==> src/rtl/pronet_cfg_sequencer.sv <==
// AXI-lite master that replays proNet weights and biases from a synchronous-read config memory.
// Sequence: soft-reset clear, weight pass (layer/neuron/weights), bias pass, done pulse.
module pronet_cfg_sequencer #(
  parameter int unsigned NUM_LAYERS         = 4,
  parameter int unsigned DATA_WIDTH         = 16,
  parameter int unsigned MEM_AW             = 16,
  parameter int unsigned C_S_AXI_ADDR_WIDTH = 5,
  parameter int unsigned C_S_AXI_DATA_WIDTH = 32
) (
  input  logic                          clk,
  input  logic                          reset_n,
  input  logic                          start,
  input  logic [NUM_LAYERS*8-1:0]       layer_neurons,
  input  logic [NUM_LAYERS*10-1:0]      layer_inputs,
  output logic                          busy,
  output logic                          done,
  output logic                          cfg_error,
  output logic                          mem_rd_en,
  output logic [MEM_AW-1:0]             mem_addr,
  input  logic [DATA_WIDTH-1:0]         mem_rd_data,
  output logic [C_S_AXI_ADDR_WIDTH-1:0] m_axi_awaddr,
  output logic                          m_axi_awvalid,
  input  logic                          m_axi_awready,
  output logic [C_S_AXI_DATA_WIDTH-1:0] m_axi_wdata,
  output logic                          m_axi_wvalid,
  input  logic                          m_axi_wready,
  input  logic [1:0]                    m_axi_bresp,
  input  logic                          m_axi_bvalid,
  output logic                          m_axi_bready
);

  localparam int unsigned LW = $clog2(NUM_LAYERS + 2);

  localparam logic [C_S_AXI_ADDR_WIDTH-1:0] AddrWeight  = C_S_AXI_ADDR_WIDTH'(0);
  localparam logic [C_S_AXI_ADDR_WIDTH-1:0] AddrBias    = C_S_AXI_ADDR_WIDTH'(4);
  localparam logic [C_S_AXI_ADDR_WIDTH-1:0] AddrLayer   = C_S_AXI_ADDR_WIDTH'(12);
  localparam logic [C_S_AXI_ADDR_WIDTH-1:0] AddrNeuron  = C_S_AXI_ADDR_WIDTH'(16);
  localparam logic [C_S_AXI_ADDR_WIDTH-1:0] AddrSoftRst = C_S_AXI_ADDR_WIDTH'(28);

  typedef enum logic [3:0] {
    StIdle, StClr,
    StWLayer, StWNeuron, StWFetch, StWWait, StWWrite,
    StBLayer, StBNeuron, StBFetch, StBWait, StBWrite,
    StDone
  } state_e;

  typedef enum logic [1:0] {WrIdle, WrIssue, WrResp} wr_e;

  state_e                          r_state;
  wr_e                             r_wr_phase;
  logic [LW-1:0]                   r_layer;
  logic [7:0]                      r_neuron;
  logic [9:0]                      r_input;
  logic                            r_busy;
  logic                            r_done;
  logic                            r_cfg_error;
  logic                            r_mem_rd_en;
  logic [MEM_AW-1:0]               r_mem_addr;
  logic [C_S_AXI_ADDR_WIDTH-1:0]   r_awaddr;
  logic                            r_awvalid;
  logic [C_S_AXI_DATA_WIDTH-1:0]   r_wdata;
  logic                            r_wvalid;
  logic                            r_bready;

  logic [7:0]                      w_cur_n;
  logic [9:0]                      w_cur_m;
  logic                            w_layer_valid;
  logic                            w_last_neuron;
  logic                            w_last_input;
  logic                            w_wr_req;
  logic [C_S_AXI_ADDR_WIDTH-1:0]   w_wr_addr;
  logic [C_S_AXI_DATA_WIDTH-1:0]   w_wr_data;
  logic                            w_wr_done;
  logic                            w_aw_ok;
  logic                            w_w_ok;

  always_comb begin
    w_cur_n = '0;
    w_cur_m = '0;
    for (int k = 0; k < NUM_LAYERS; k++) begin
      if (r_layer == LW'(k + 1)) begin
        w_cur_n = layer_neurons[k*8 +: 8];
        w_cur_m = layer_inputs[k*10 +: 10];
      end
    end
  end

  assign w_layer_valid = (r_layer <= LW'(NUM_LAYERS));
  assign w_last_neuron = (({1'b0, r_neuron} + 9'd1) >= {1'b0, w_cur_n});
  assign w_last_input  = (({1'b0, r_input} + 11'd1) >= {1'b0, w_cur_m});
  assign w_wr_done     = (r_wr_phase == WrResp) && m_axi_bvalid;
  assign w_aw_ok       = !r_awvalid || m_axi_awready;
  assign w_w_ok        = !r_wvalid || m_axi_wready;

  // Write request for the current main state; memory data is only valid in the launch cycle.
  always_comb begin
    w_wr_req  = 1'b0;
    w_wr_addr = AddrSoftRst;
    w_wr_data = '0;
    unique case (r_state)
      StClr: w_wr_req = 1'b1;
      StWLayer, StBLayer: begin
        w_wr_req  = w_layer_valid && (w_cur_n != 8'd0);
        w_wr_addr = AddrLayer;
        w_wr_data = C_S_AXI_DATA_WIDTH'(r_layer);
      end
      StWNeuron, StBNeuron: begin
        w_wr_req  = 1'b1;
        w_wr_addr = AddrNeuron;
        w_wr_data = C_S_AXI_DATA_WIDTH'(r_neuron);
      end
      StWWrite, StBWrite: begin
        w_wr_req  = 1'b1;
        w_wr_addr = (r_state == StWWrite) ? AddrWeight : AddrBias;
        w_wr_data = C_S_AXI_DATA_WIDTH'(mem_rd_data);
      end
      default: w_wr_req = 1'b0;
    endcase
  end

  always_ff @(posedge clk) begin
    if (!reset_n) begin
      r_state     <= StIdle;
      r_wr_phase  <= WrIdle;
      r_layer     <= '0;
      r_neuron    <= '0;
      r_input     <= '0;
      r_busy      <= 1'b0;
      r_done      <= 1'b0;
      r_cfg_error <= 1'b0;
      r_mem_rd_en <= 1'b0;
      r_mem_addr  <= '0;
      r_awaddr    <= '0;
      r_awvalid   <= 1'b0;
      r_wdata     <= '0;
      r_wvalid    <= 1'b0;
      r_bready    <= 1'b0;
    end else begin
      r_done      <= 1'b0;
      r_mem_rd_en <= 1'b0;

      unique case (r_wr_phase)
        WrIdle: begin
          if (w_wr_req) begin
            r_awaddr   <= w_wr_addr;
            r_wdata    <= w_wr_data;
            r_awvalid  <= 1'b1;
            r_wvalid   <= 1'b1;
            r_wr_phase <= WrIssue;
          end
        end
        WrIssue: begin
          if (r_awvalid && m_axi_awready) r_awvalid <= 1'b0;
          if (r_wvalid && m_axi_wready)   r_wvalid  <= 1'b0;
          if (w_aw_ok && w_w_ok) begin
            r_bready   <= 1'b1;
            r_wr_phase <= WrResp;
          end
        end
        WrResp: begin
          if (m_axi_bvalid) begin
            r_bready   <= 1'b0;
            r_wr_phase <= WrIdle;
            if (m_axi_bresp != 2'b00) r_cfg_error <= 1'b1;
          end
        end
        default: r_wr_phase <= WrIdle;
      endcase

      unique case (r_state)
        StIdle: begin
          if (start) begin
            r_busy      <= 1'b1;
            r_cfg_error <= 1'b0;
            r_mem_addr  <= '0;
            r_state     <= StClr;
          end
        end
        StClr: begin
          if (w_wr_done) begin
            r_layer <= LW'(1);
            r_state <= StWLayer;
          end
        end
        StWLayer, StBLayer: begin
          if (!w_layer_valid) begin
            r_layer <= LW'(1);
            if (r_state == StWLayer) begin
              r_state <= StBLayer;
            end else begin
              r_busy  <= 1'b0;
              r_done  <= 1'b1;
              r_state <= StDone;
            end
          end else if (w_cur_n == 8'd0) begin
            r_layer <= r_layer + LW'(1);
          end else if (w_wr_done) begin
            r_neuron <= '0;
            r_state  <= (r_state == StWLayer) ? StWNeuron : StBNeuron;
          end
        end
        StWNeuron: begin
          if (w_wr_done) begin
            r_input <= '0;
            if (w_cur_m != 10'd0) begin
              r_state <= StWFetch;
            end else if (w_last_neuron) begin
              r_layer <= r_layer + LW'(1);
              r_state <= StWLayer;
            end else begin
              r_neuron <= r_neuron + 8'd1;
            end
          end
        end
        StBNeuron: begin
          if (w_wr_done) r_state <= StBFetch;
        end
        StWFetch, StBFetch: begin
          r_mem_rd_en <= 1'b1;
          r_state     <= (r_state == StWFetch) ? StWWait : StBWait;
        end
        // The RAM has already captured the address, so advance it while data returns.
        StWWait, StBWait: begin
          r_mem_addr <= r_mem_addr + MEM_AW'(1);
          r_state    <= (r_state == StWWait) ? StWWrite : StBWrite;
        end
        StWWrite: begin
          if (w_wr_done) begin
            if (!w_last_input) begin
              r_input <= r_input + 10'd1;
              r_state <= StWFetch;
            end else if (w_last_neuron) begin
              r_layer <= r_layer + LW'(1);
              r_state <= StWLayer;
            end else begin
              r_neuron <= r_neuron + 8'd1;
              r_state  <= StWNeuron;
            end
          end
        end
        StBWrite: begin
          if (w_wr_done) begin
            if (w_last_neuron) begin
              r_layer <= r_layer + LW'(1);
              r_state <= StBLayer;
            end else begin
              r_neuron <= r_neuron + 8'd1;
              r_state  <= StBNeuron;
            end
          end
        end
        StDone:  r_state <= StIdle;
        default: r_state <= StIdle;
      endcase
    end
  end

  assign busy          = r_busy;
  assign done          = r_done;
  assign cfg_error     = r_cfg_error;
  assign mem_rd_en     = r_mem_rd_en;
  assign mem_addr      = r_mem_addr;
  assign m_axi_awaddr  = r_awaddr;
  assign m_axi_awvalid = r_awvalid;
  assign m_axi_wdata   = r_wdata;
  assign m_axi_wvalid  = r_wvalid;
  assign m_axi_bready  = r_bready;

endmodule

==> config.mk <==
export PLATFORM = sky130hd
export DESIGN_NAME = pronet_cfg_sequencer
export DESIGN_NICKNAME = d
export VERILOG_FILES = /design/src/rtl/pronet_cfg_sequencer.sv
export SDC_FILE = /design/constraint.sdc
export NUM_CORES = 1
export LEC_CHECK = 0
export ABC_AREA = 1
export CAP_MARGIN = 30
export CORE_UTILIZATION = 52
export CTS_CLUSTER_SIZE = 16
export DETAILED_ROUTE_END_ITERATION = 8
export GPL_ROUTABILITY_DRIVEN = 0
export HOLD_SLACK_MARGIN = 0.08
export PLACE_DENSITY = 0.87
export SYNTH_ARGS = -nofsm -noshare
export SYNTH_HDL_FRONTEND = slang
export SYNTH_SLANG_ARGS = --single-unit
export TNS_END_PERCENT = 1
==> constraint.sdc <==
create_clock -name clk -period 8.5 [get_ports clk]
set_clock_uncertainty 0.15 [all_clocks]
set_input_delay 1.7 -clock clk [delete_from_list [all_inputs] [get_ports clk]]
set_output_delay 1.7 -clock clk [all_outputs]
set_load 0.05 [all_outputs]
After elaboration in Yosys (flattened, before gate mapping)

Cells that the tools add are included.

Bits in registers: 87
Logic and storage cells: 186
Output and inout port bits: 60
Input port bits: 96

Magnitude comparators: 3
Add/sub/neg operators: 6
Mux-type cells: 80
Reductions and logical operators: 40
Eq/ne operators: 40
Bitwise operators: 2

Operators with widths:

| operator                | count |
|---|---|
| $mux W8                 | 13 |
| $mux W10                | 7 |
| $mux W4                 | 16 |
| $pmux W16 S3            | 1 |
| $ne A2 B2 Y1 const B    | 19 |
| $pmux W4 S9             | 1 |
| $mux W3                 | 11 |
| $pmux W16 S2            | 1 |
| $pmux W8 S4             | 1 |
| $pmux W10 S2            | 1 |
| $reduce_and A9 Y1       | 2 |
| $add A16 B1 Y16 const B | 1 |
| $eq A4 B3 Y1 const B    | 4 |
| $eq A4 B4 Y1 const B    | 4 |
| $mux W1                 | 16 |
| $mux W16                | 1 |
| $pmux W3 S5             | 1 |
| $pmux W5 S3             | 1 |
| $ne A3 B3 Y1 const B    | 4 |
| $reduce_and A3 Y1       | 4 |
| $reduce_bool A2 Y1      | 6 |
| $add A10 B1 Y11 const B | 1 |
| $ge A11 B10 Y1          | 1 |
| $add A10 B1 Y10 const B | 1 |
| 32 further kinds        | 53 |

Depth between registers and ports, before layout

Gate-level depths: netlist (run 1).

Depth after elaboration: 10
Gate-level depth with buffers: 26
Mapped depth without buffers: 25

Worst setup path after synthesis (run 1)

OpenSTA, ideal clock, no wires.

Kind: input-to-reg
From: in layer_inputs[6]
To: reg r_neuron[4]
Arrival time: 3.449 ns
Required time: 8.237 ns
Cell stages on the path: 21
Path buffers: 0
Library setup time: 0.113 ns
Path slack: 4.788 ns
Path through: inv_1 nor2_1 nand2_1 nand3_1 nand2_1 nand2_1 inv_1 ha_1 nand3_1 nor2_1 o21ai_0 nand3b_1 nand2_1 nand4_1 nand2_1 inv_1 nand3_2 nor2_8 nand2_1 nand2_1 nor2_1

Word-level cells in the longest chain between the ends: 7
Elaborated cells between the ends (all ways): 9
Those cells by class: order compare (1); eq/ne (2); mux (4); reduce/logical (2)

RTL lines:

| what                                                         | line    | RTL |
|---|---|---|
| from (decl)                                                  | 14      | `input logic [NUM_LAYERS*10-1:0] layer_inputs,` |
| $mux W10 * (4 in a row)                                      | 81      | `if (r_layer == LW'(k + 1)) begin` |
| $ge A11 B10 Y1 / $reduce_bool A10 Y1 (equally long branches) | 90, 205 |  |
| $ne A2 B2 Y1 (no line)                                       | --      |  |
| $reduce_and A9 Y1 (no line) *                                | --      |  |
| to (signal assigned)                                         | 211     | `r_neuron <= r_neuron + 8'd1;` |
| to (signal assigned)                                         | 236     | `r_neuron <= r_neuron + 8'd1;` |
| to (signal assigned)                                         | 247     | `r_neuron <= r_neuron + 8'd1;` |
| to (decl)                                                    | 52      | `logic [7:0] r_neuron;` |

Every way passes the cells marked *; elsewhere a longest branch is shown, timed or not.
A chain may end at the register's enable or synchronous reset.

Final worst setup path (run 1)

From: in layer_inputs[9]
To: reg r_input[0]

Word-level cells in the longest chain between the ends: 7

RTL lines:

| what                        | line | RTL |
|---|---|---|
| $mux W10 (4 in a row)       | 81   |  |
| $ge A11 B10 Y1              | 90   | `assign w_last_input = (({1'b0, r_input} + 11'd1) >= {1'b0, w_cur_m});` |
| $ne A2 B2 Y1 (no line)      | --   |  |
| $reduce_and A4 Y1 (no line) | --   |  |
| to (signal assigned)        | 230  | `r_input <= r_input + 10'd1;` |
| to (decl)                   | 53   | `logic [9:0] r_input;` |

No other way between the ends.

==> metrics.md, run 1 <==
| Metric | Value |
|---|---|
| Status | complete, no violations |
| Slowest CP cell | clkdlybuf4s50_1 |
| Most frequent cells in the layout | 215 x nand2_1, 137 x clkdlybuf4s50_1, 118 x nor2_1 |
| Main synth FF type | dfxtp_1 |
| Fin util | 69.50% |
| Post-CTS Resized | 0 |
| Count of warnings emitted by yosys | 0 |
| Sink Count | slightly below 70 |
| Sequential fraction of the synthesis area | roughly a quarter |
| Min cycle time layout | 4434 ps |
| ANT cells | 0 |
| Max Fclk | between 200 and 250 MHz |
| Fill cells | 879 |
| CTS root buf | clkbuf_8 |
| Crit Path Max Fanout | 15 |
| Finished Layout Cells | 1091 |
| Largest net degree at the start of global routing | 35 |
| Die area | 10480 µm² |
| Initial antenna violation count | 0 |
| Final WL | between 10000 and 15000 µm |
| Vias per inst | slightly above 5 |
| Final net count | approximately 1100 |
| Synthesized cell area | between 5000 and 6000 µm² |
| CP delay by family, top | simple AND/OR/NAND/NOR gates |
| CP dominant cell by count | nand2_1 |
| Final setup viols | 0 |
| Slew @ Worst Pin | approximately 940 ps |
| Placed Cells incl. Taps | 1075 |
| Syn_area_per_cell | between 6 and 7 µm² |
| Share of layout cells above drive strength 1 | 6.159% |
| Grt ovf | 0 |
| RSZ-0062 raised after global routing | no |
| Routed len/inst | approximately 13 µm |
| Fin Setup TNS | 0 ps |
| Number of synthesized flops with an enable pin | 0 |
| Iteration-0 DRC Markers | just under 300 |
| Clock-pin slew on the worst setup and hold paths | around 80 ps |
| Hold buffer count at cts | 0 |
| CP startpoint kind | primary input |
| Clock buffer depth | 2 |
| Crit share post-route | around 52% |
| Row cnt | 36 |
| Starting Density | between 50 and 60% |
| Final Hold Fails | 0 |
| Mapped Cells | between 800 and 900 |
| Crit end category | register |
| Power, Total | about 1600 µW |
| ANT nets after route | 0 |
| DP HPWL | 10450 µm |
| Synth cell types | 52 |
| Multi-input logic area | roughly 3300 µm² |
| CP required | ~8600 ps |
| Vias in the first global route | a little under 5000 |
| CTS tree | yes |
| Total GRT Usage | between 20% and 30% |
| Max cap viols | 0 |
| Yosys reg bits | between 60 and 70 |
| Crit path cell chain | clkdlybuf4s50_1 > inv_1 > nor2_1 > nand2_1 > nand3_1 > nand2_1 > nand2_1 > inv_1 > ha_1 > nand2_1 > inv_1 > nand2_1 > nor2_1 > a21boi_0 > nand4_1 > nand2_1 > nand2_1 > inv_1 > o21ai_0 > o211a_1 |
| Insertion delay to the later sink of the worst-skew pair | 360 ps |
| WP buf/inv | 5 |
| Slew HR | 36.84% |
| Async SR Flop Fraction | 0% |
| Final Max Tran Viols | 0 |
| Worst Path Arrival | between 4000 and 5000 ps |
| LEAKAGE | approximately 0.0030 µW |
| Area growth, synth to finish | 29.63% |
| Die W | 102.4 µm |
| Most common cell after layout, fill and taps aside | nand2_1 |
| Max rail drop VDD | just over 0.2 mV |
| Core ar. | roughly 10000 µm² |
| Hold WC Path Type | register to register |
| Die Span Y | 102.4 µm |
| CP max stage delay | ~450 ps |
| Total CTS buffers | 9 |
| # port buffers | between 100 and 150 |
| CTS H-tree lvls | 3 |
| Seq. cell area | approximately 1400 µm² |
| Post-CTS Setup Inserts | 0 |
| PwrDens | about 240 nW/µm² |
| Initial DRT Pass Iterations | 7 |
| Crit path kind | primary input to register |
| Global-route wire length before repair | around 22000 µm |
| # IOs | between 150 and 200 |
| Vias post-DR | 5599 |
| DRC viols | 0 |
[synthesized netlist by cell type (8+ instances only)]
master / n / share of area (%)
o21ai_0: 16 / 1.5
nand2_1: 215 / 15
inv_1: 101 / 7.2
a211oi_1: 10 / 1.4
nor3_2: 9 / 1.7
clkbuf_1: 12 / 0.86
nor2_1: 118 / 8.5
a21oi_1: 65 / 6.2
buf_4: 21 / 3.0
nand4_1: 8 / 0.96
ha_1: 26 / 6.2
xor2_1: 12 / 2.0
nand3_1: 59 / 5.6
dfxtp_1: 69 / 26
[area by class of cell]
cell class | instances | area share, %
multi-input combinational | 628 | 47.89
timing repair buffer | 140 | 20.52
sequential | 69 | 20.34
inverter | 105 | 5.802
tap | 133 | 2.450
clock buffer | 9 | 1.824
clock inverter | 7 | 1.179
[worst min-delay path: cells and delay by family (launching register included)]
family | cells | cell delay [ps]
buf+inv | 1 | 50
compound gates | 1 | 50
flops | 1 | 310
[final timing paths]
check,slack (ps),depth (start not counted),to,start
setup reg to reg,4430,21,r_input[0],r_layer[0]
hold reg to reg,310,2,cfg_error,cfg_error
setup / recovery,4070,20,r_input[0],layer_inputs[9]
hold / removal,310,2,cfg_error,cfg_error
[metrics by stage]
stage / hold WS (ps) / setup WS [ps] / area (µm²)
CTS: 311.4 / 4115 / 6793
floorplan: 311.8 / 4788 / 5304
finish: 307.1 / 4066 / 6793
global route: 341.8 / 3763 / 6793
detailed placement: 300.3 / 3771 / 6589
global placement: 290.6 / 3920 / 6589
[sequential cells by signal, summed over array words and instances, names as in the netlist]
| signal | cells |
|---|---|
| m_axi_bready | 1 |
| m_axi_awvalid | 1 |
| mem_addr | 16 |
| r_layer | 3 |
| m_axi_wvalid | 1 |
| r_wr_phase | 2 |
| busy | 1 |
| mem_rd_en | 1 |
| cfg_error | 1 |
| m_axi_wdata | 16 |
| m_axi_awaddr | 3 |
| r_state | 4 |
| r_neuron | 8 |
| done | 1 |
| r_input | 10 |
[layer usage]
| metal | vias to the layer above | track usage [%] | share of wire (%) | wire length (µm) |
|---|---|---|---|---|
| li1 | 2879 | - | - | - |
| met1 | 2542 | 33.10 | 44 | 6122 |
| met2 | 159 | 45.43 | 48 | 6611 |
| met3 | 19 | 6.840 | 6.8 | 942 |
| met4 | 0 | 7.143 | 1.5 | 203 |
| met5 | - | 0 | 0 | 0 |
[where the power goes]
| part | internal [µW] | switching, µW | total, µW |
|---|---|---|---|
| Combinational | 313 | 631 | 944 |
| Sequential | 361 | 26.9 | 388 |
| Clock | 140 | 140 | 280 |
[cell families after synthesis]
kind of cell	count (synthesis)	synth area share, %
buffers and inverters	149	12.77
AO/OA/AOI/OAI	127	15.11
adder cells (fa/ha/maj)	26	6.208
flip-flops	69	26.36
other	1	0.07156
AND/OR/NAND/NOR	445	37.46
XOR/XNOR	12	2.006
(Power assumes the default switching activity.)
==> run 2: changes to the inputs <==
--- a/config.mk
+++ b/config.mk
@@ -7,12 +7,12 @@
 export LEC_CHECK = 0
 export ABC_AREA = 1
 export CAP_MARGIN = 30
-export CORE_UTILIZATION = 52
+export CORE_UTILIZATION = 44
 export CTS_CLUSTER_SIZE = 16
 export DETAILED_ROUTE_END_ITERATION = 8
 export GPL_ROUTABILITY_DRIVEN = 0
 export HOLD_SLACK_MARGIN = 0.08
-export PLACE_DENSITY = 0.87
+export PLACE_DENSITY = 0.78
 export SYNTH_ARGS = -nofsm -noshare
 export SYNTH_HDL_FRONTEND = slang
 export SYNTH_SLANG_ARGS = --single-unit
==> constraint.sdc (replaced) <==
create_clock -name clk -period 3.8 [get_ports clk]
set_clock_uncertainty 0.15 [all_clocks]
set_input_delay 0.76 -clock clk [delete_from_list [all_inputs] [get_ports clk]]
set_output_delay 0.76 -clock clk [all_outputs]
set_load 0.05 [all_outputs]
==> run 2 against run 1 <==
Effect of this change: the flow now finishes with violations (DRC); critical path type is now register to register; highest routed layer unchanged; die area up 18%; largest power group unchanged; sequential power up 130%; core utilization down 8.4 points; power up 150%; critical path depth unchanged; routed wire length up 1.7%; cell area up 3.6%; global-route usage down 3.0 points; hold slack worse by 5.6 ps; clock power rose to 3.6 times the previous value; largest cell class unchanged; cell count up 1.6%.
==> metrics.md, run 2 (same netlist as run 1, synthesis figures left out) <==
| Metric | Value |
|---|---|
| Status | complete, but fails checks (was complete, no violations) |
| Failing checks | DRC |
| CP dominant cell by count | nor2_1 (was nand2_1) |
| Die area | 12350 µm² (was 10480 µm²) |
| Worst Path Arrival | 3490 ps (was 4530 ps) |
| Routed len/inst | 12.73 µm (was 12.72 µm) |
| Hold WC Path Type | register to register (unchanged) |
| RSZ-0062 raised after global routing | no (unchanged) |
| Max Fclk | ~290 MHz |
| # port buffers | 137 (unchanged) |
| PwrDens | 572.0 nW/µm² (was 237.3 nW/µm²) |
| Final Hold Fails | 0 (unchanged) |
| DP HPWL | 10500 µm (was 10450 µm) |
| Starting Density | 45.50% (was 53.61%) |
| Crit share post-route | 90.75% |
| Iteration-0 DRC Markers | 331 (was 297) |
| Sink Count | 69 (unchanged) |
| Fin Setup TNS | 0 ps (unchanged) |
| Slew @ Worst Pin | 779.0 ps (was 944.0 ps) |
| Final Max Tran Viols | 0 (unchanged) |
| Area growth, synth to finish | 34.24% (was 29.63%) |
| Max cap viols | 0 (unchanged) |
| Share of layout cells above drive strength 1 | 6.943% (was 6.159%) |
| Crit path cell chain | inv_1 > ha_1 > nand2_2 > inv_2 > nor2_1 > a21boi_1 > ha_1 > nand2_1 > a21oi_1 > nor2_1 > nor2_1 > nor2_1 > nand3_1 > buf_4 > inv_1 > nand4_1 > nand2_1 > inv_1 > nand2_1 > a21oi_1 (was clkdlybuf4s50_1 > inv_1 > nor2_1 > nand2_1 > nand3_1 > nand2_1 > nand2_1 > inv_1 > ha_1 > nand2_1 > inv_1 > nand2_1 > nor2_1 > a21boi_0 > nand4_1 > nand2_1 > nand2_1 > inv_1 > o21ai_0 > o211a_1) |
| Initial antenna violation count | 0 (unchanged) |
| Post-CTS Setup Inserts | 0 (unchanged) |
| Max rail drop VDD | 0.4200 mV (was 0.2011 mV) |
| Hold buffer count at cts | 0 (unchanged) |
| Initial DRT Pass Iterations | 7 (unchanged) |
| Crit path kind | register to register (was primary input to register) |
| Insertion delay to the later sink of the worst-skew pair | 330 ps (was 360 ps) |
| Met2 wire len | 6367 µm (was 6611 µm) |
| Crit Path Max Fanout | 31 (was 15) |
| LEAKAGE | 0.003120 µW (was 0.003008 µW) |
| CP max stage delay | 380 ps (was 450 ps) |
| CP required | 3840 ps (was 8590 ps) |
| ANT cells | 0 (unchanged) |
| Largest net degree at the start of global routing | 32 (was 35) |
| ANT nets after route | 0 (unchanged) |
| DRC viols | 14 (was 0) |
| Slowest CP cell | inv_2 (was clkdlybuf4s50_1) |
| Clock-pin slew on the worst setup and hold paths | 60 ps (was 80 ps) |
| Die Span Y | 111.1 µm (was 102.4 µm) |
| Final setup viols | 0 (unchanged) |
| # IOs | 156 (unchanged) |
| CTS tree | yes (unchanged) |
| Total CTS buffers | 9 (unchanged) |
| Die W | 111.1 µm (was 102.4 µm) |
| Clock buffer depth | 2 (unchanged) |
| Final net count | 1082 (was 1075) |
| Fin util | 61.08% (was 69.50%) |
| Final WL | 14110 µm (was 13880 µm) |
| Routed wl met3 | 886 µm (was 942 µm) |
| Slew HR | 48.06% (was 36.84%) |
| Reg2reg setup slack | 350 ps (was 4430 ps) |
| DR top layer | met4 (unchanged) |
| CTS root buf | clkbuf_16 (was clkbuf_8) |
| Total GRT Usage | 23.58% (was 26.58%) |
| Grt ovf | 0 (unchanged) |
| CTS H-tree lvls | 3 (unchanged) |
| Min cycle time layout | 3448 ps |
| Wire length on met1 | 6581 µm (was 6122 µm) |
| Global-route wire length before repair | 24260 µm (was 22230 µm) |
| CP startpoint kind | register (was primary input) |
| Vias per inst | 4.999 (was 5.132) |
| Most common cell after layout, fill and taps aside | nand2_1 (unchanged) |
| Most frequent cells in the layout | 215 x nand2_1, 137 x clkdlybuf4s50_1, 118 x nor2_1 (unchanged) |
| Post-CTS Resized | 0 (unchanged) |
| Crit end category | register (unchanged) |
| Row cnt | 39 (was 36) |
| Vias post-DR | 5539 (was 5599) |
| Core ar. | 11520 µm² (was 9774 µm²) |
| Vias in the first global route | 5258 (was 4973) |
-- run 2: cell count changes in the layout (fill, tap and decap cells not counted), moves of 2 or more --
cell	delta
clkbuf_8	-7
bufinv_16	+2
clkbuf_16	+9
buf_4	+6
inv_6	-3
-- run 2: worst paths after layout --
kind / start / to / cells after the start
setup / recovery: r_layer[0] / r_state[2] / 20
setup reg to reg: r_layer[0] / r_state[2] / 20
hold / removal: cfg_error / cfg_error / 2
hold reg to reg: cfg_error / cfg_error / 2
-- run 2: through the flow --
step | total power (µW) | setup slack [ps] | cell area [µm²] | cells | hold WS [ps]
finish | 4024 | 351.6 | 7034 | 1108 | 301.5
global route | 4340 | 62.19 | 7034 | 1108 | 322.8
CTS | 4030 | 295.6 | 7025 | 1108 | 303.5
detailed placement | 3024 | 259.8 | 6666 | 1092 | 295.0
global placement | 2996 | 328.7 | 6666 | 1092 | 290.9
floorplan | 2524 | 812.1 | 5304 | 846 | 311.8
-- run 2: power breakdown --
group	leakage, µW	switching [µW]	total [µW]	internal, µW
logic	0.00239	1420	2150	734
clock network	0.000172	323	1000	678
registers	0.000560	63.9	874	810
total	0.00312	1800	4020	2220
-- run 2: cell type report --
| type | instances | area, µm² |
|---|---|---|
| Clock buffer | 11 | 252.7 |
| Multi-Input combinational cell | 628 | 3258 |
| Inverter | 105 | 396.6 |
| Clock inverter | 5 | 106.4 |
| Timing Repair Buffer | 147 | 1459 |
| Fill cell | 1075 | 4482 |
| Sequential cell | 69 | 1383 |
| Tap cell | 143 | 178.9 |
-- run 2: metal layers --
| metal | track usage [%] | vias up |
|---|---|---|
| met4 | 7.387 | 0 |
| li1 | - | 2904 |
| met3 | 4.811 | 26 |
| met1 | 30.36 | 2449 |
| met2 | 39.45 | 160 |
| met5 | 0 | - |
-- run 2: critical path, delay by kind of cell, from the launching register on --
family          cells  cell delay [ps]
compound gates      3              400
fa+ha+maj           2              530
buf+inv             5              890
flops               1              320
simple gates       10             1030
==> run 3: changes to the inputs <==
--- a/config.mk
+++ b/config.mk
@@ -7,6 +7,7 @@
 export LEC_CHECK = 0
 export ABC_AREA = 1
 export CAP_MARGIN = 30
+export CORE_ASPECT_RATIO = 1.25
 export CORE_UTILIZATION = 44
 export CTS_CLUSTER_SIZE = 16
 export DETAILED_ROUTE_END_ITERATION = 8
==> run 3 against run 2 <==
Effect of this change: the run now ends clean; sequential power barely moved; first-iteration DRC count shrank 35%; count of clock-buffer cells in the layout increased by 1; core utilization down 0.97 points; global-route usage decreased by 1.2 points; setup slack better by 63 ps; maximum frequency up 1.9%; register-to-register slack improved by 60 ps; sequential share of layout area is 0.13 points higher; cell count increased by 1.4%; non-clock buffer count unchanged.
==> metrics.md, run 3 (same netlist as run 1, synthesis figures left out) <==
| Metric | Value |
|---|---|
| Vias in the first global route | 4956 (was 5258) |
| DP HPWL | 10520 µm (was 10500 µm) |
| Crit share post-route | 89.08% (was 90.75%) |
| Power Internal | 2046 µW (was 2221 µW) |
| Max cap viols | 0 (unchanged) |
| PwrDens | 544.3 nW/µm² (was 572.0 nW/µm²) |
| Crit path kind | register to register (unchanged) |
| Vias per inst | 4.933 (was 4.999) |
| Hold_ws | 299.7 ps (was 301.5 ps) |
| ANT nets after route | 0 (unchanged) |
| CP startpoint kind | register (unchanged) |
| Clock-pin slew on the worst setup and hold paths | 60 ps (about the same) |
| Iteration-0 DRC Markers | 216 (was 331) |
| Crit Path Max Fanout | 21 (was 31) |
| Core ar. | 11620 µm² (was 11520 µm²) |
| Slew @ Worst Pin | 822.9 ps (was 779.0 ps) |
| Clock buffer depth | 2 (unchanged) |
| DRC viols | 0 (was 14) |
| Global-route wire length before repair | 22410 µm (was 24260 µm) |
| Final Hold Fails | 0 (unchanged) |
| Switch Pwr | 1755 µW (was 1802 µW) |
| Area growth, synth to finish | 33.26% (was 34.24%) |
| Final net count | 1082 (unchanged) |
| Fill cells | 1062 (was 1075) |
| Total CTS buffers | 9 (unchanged) |
| Routed len/inst | 12.18 µm (was 12.73 µm) |
| RSZ-0062 raised after global routing | no (unchanged) |
| Final Max Tran Viols | 0 (unchanged) |
| Row cnt | 44 (was 39) |
| Min cycle time layout | 3385 ps (was 3448 ps) |
| Most frequent cells in the layout | 215 x nand2_1, 137 x clkdlybuf4s50_1, 118 x nor2_1 (unchanged) |
| Placed Area | 6689 µm² (was 6666 µm²) |
| Sw Share | 46.18% (was 44.79%) |
| # IOs | 156 (unchanged) |
| CP required | 3870 ps (was 3840 ps) |
| Fin area | 6983 µm² (was 7034 µm²) |
| Die W | 99.61 µm (was 111.1 µm) |
| LEAKAGE | 0.003086 µW (was 0.003120 µW) |
| Combinational Power Share | 56.0% (was 53.4%) |
| Grt ovf | 0 (unchanged) |
| Most common cell after layout, fill and taps aside | nand2_1 (unchanged) |
| Total GRT Usage | 22.36% (was 23.58%) |
| Power, Total | 3801 µW (was 4024 µW) |
| Fin util | 60.11% (was 61.08%) |
| Share of layout cells above drive strength 1 | 6.438% (was 6.943%) |
| Initial DRT Pass Iterations | 5 (was 7) |
| Max rail drop VDD | 0.5927 mV (was 0.4200 mV) |
| Vias post-DR | 5545 (was 5539) |
| Max Fclk | 295.4 MHz (was 290.0 MHz) |
| Hold WC Path Type | register to register (unchanged) |
| Status | complete, no violations (was complete, but fails checks) |
| Initial antenna violation count | 0 (unchanged) |
| R2R cell count | 23 (was 20) |
| Crit end category | register (unchanged) |
| Worst Path Arrival | 3450 ps (was 3490 ps) |
| Die area | 12350 µm² (about the same) |
| CTS tree | yes (unchanged) |
| Fin Setup TNS | 0 ps (unchanged) |
| CTS H-tree lvls | 3 (unchanged) |
| Insertion delay to the later sink of the worst-skew pair | 330 ps (about the same) |
| Starting Density | 45.11% (was 45.50%) |
| Largest net degree at the start of global routing | 32 (unchanged) |
| Sink Count | 69 (unchanged) |
| Hold buffer count at cts | 0 (unchanged) |
| Slew HR | 45.08% (was 48.06%) |
| ANT cells | 0 (unchanged) |
| Clock Power Share | 21.1% (was 24.9%) |
| Worst hold path depth | 2 (unchanged) |
| CTS root buf | clkbuf_16 (unchanged) |
| Final WL | 13690 µm (was 14110 µm) |
| # port buffers | 137 (unchanged) |
| Final setup viols | 0 (unchanged) |
| Die Span Y | 124.0 µm (was 111.1 µm) |
| Sequential Power Share | 23.0% (was 21.7%) |
==> run 3: cell count changes in the layout (fill, tap and decap cells not counted), sizes merged <==
cell	change
bufinv	-2
clkbuf	+1
clkinvlp	-1
==> run 3: final timing paths <==
path,start,to,slack (ps)
hold / removal,cfg_error,cfg_error,300
setup reg to reg,r_layer[2],r_neuron[1],410
hold reg to reg,cfg_error,cfg_error,300
setup / recovery,r_layer[2],r_neuron[1],410
==> run 3: power by group through the flow <==
stage	clock network, µW	logic [µW]	registers, µW
6_report	800	2130	873
4_1_cts	815	2120	873
3_5_place_dp	0	2110	886
3_3_place_gp	0	2090	885
2_1_floorplan	0	1490	1040
5_1_grt	844	2390	884
==> run 3: worst max-delay path, stage by stage (launching register included) <==
cell      delay, ps
dfxtp_1         450
inv_2           140
ha_1            280
inv_4           170
buf_12          170
nor2_1           50
nor2_1           80
nand2_1          50
nand2_1          90
inv_1            50
ha_1            300
nand3_1          80
nor2_1          110
o21ai_0         100
nand3b_1        100
nand2_1          70
nand4_1         150
nand2_1          70
inv_1           100
nand3_4         150
nor2_8          190
nand2_1          60
nand2_1          60
nor2_1           40
==> run 3: metal layers <==
layer	up-vias	global-route usage [%]	routed length, µm
met4	0	8.180	306
li1	2907	-	-
met1	2427	27.47	6184
met5	-	0	0
met3	24	4.714	1018
met2	187	38.54	6180
==> run 3: stage by stage <==
step	instances	worst slack, ps
finish	1124	415.0
global route	1124	40.99
CTS	1124	286.9
detailed placement	1110	255.8
global placement	1110	330.2
floorplan	846	812.1
==> run 3: final cells by class <==
class	count	area, µm²	area share (%)
Sequential cell	69	1381	19.78
Multi-Input combinational cell	628	3261	46.69
Clock buffer	12	246.5	3.530
Inverter	105	399.1	5.716
Clock inverter	2	35.03	0.5017
Tap cell	161	201.4	2.885
Timing Repair Buffer	147	1459	20.89
==> run 3: repair_timing <==
action / 4_1_cts / 5_1_grt
endpoints found under the hold margin: 0 / 0
resized for setup: 0 / 4
buffers inserted: 0 / 0
setup endpoints to repair: 0 / 10
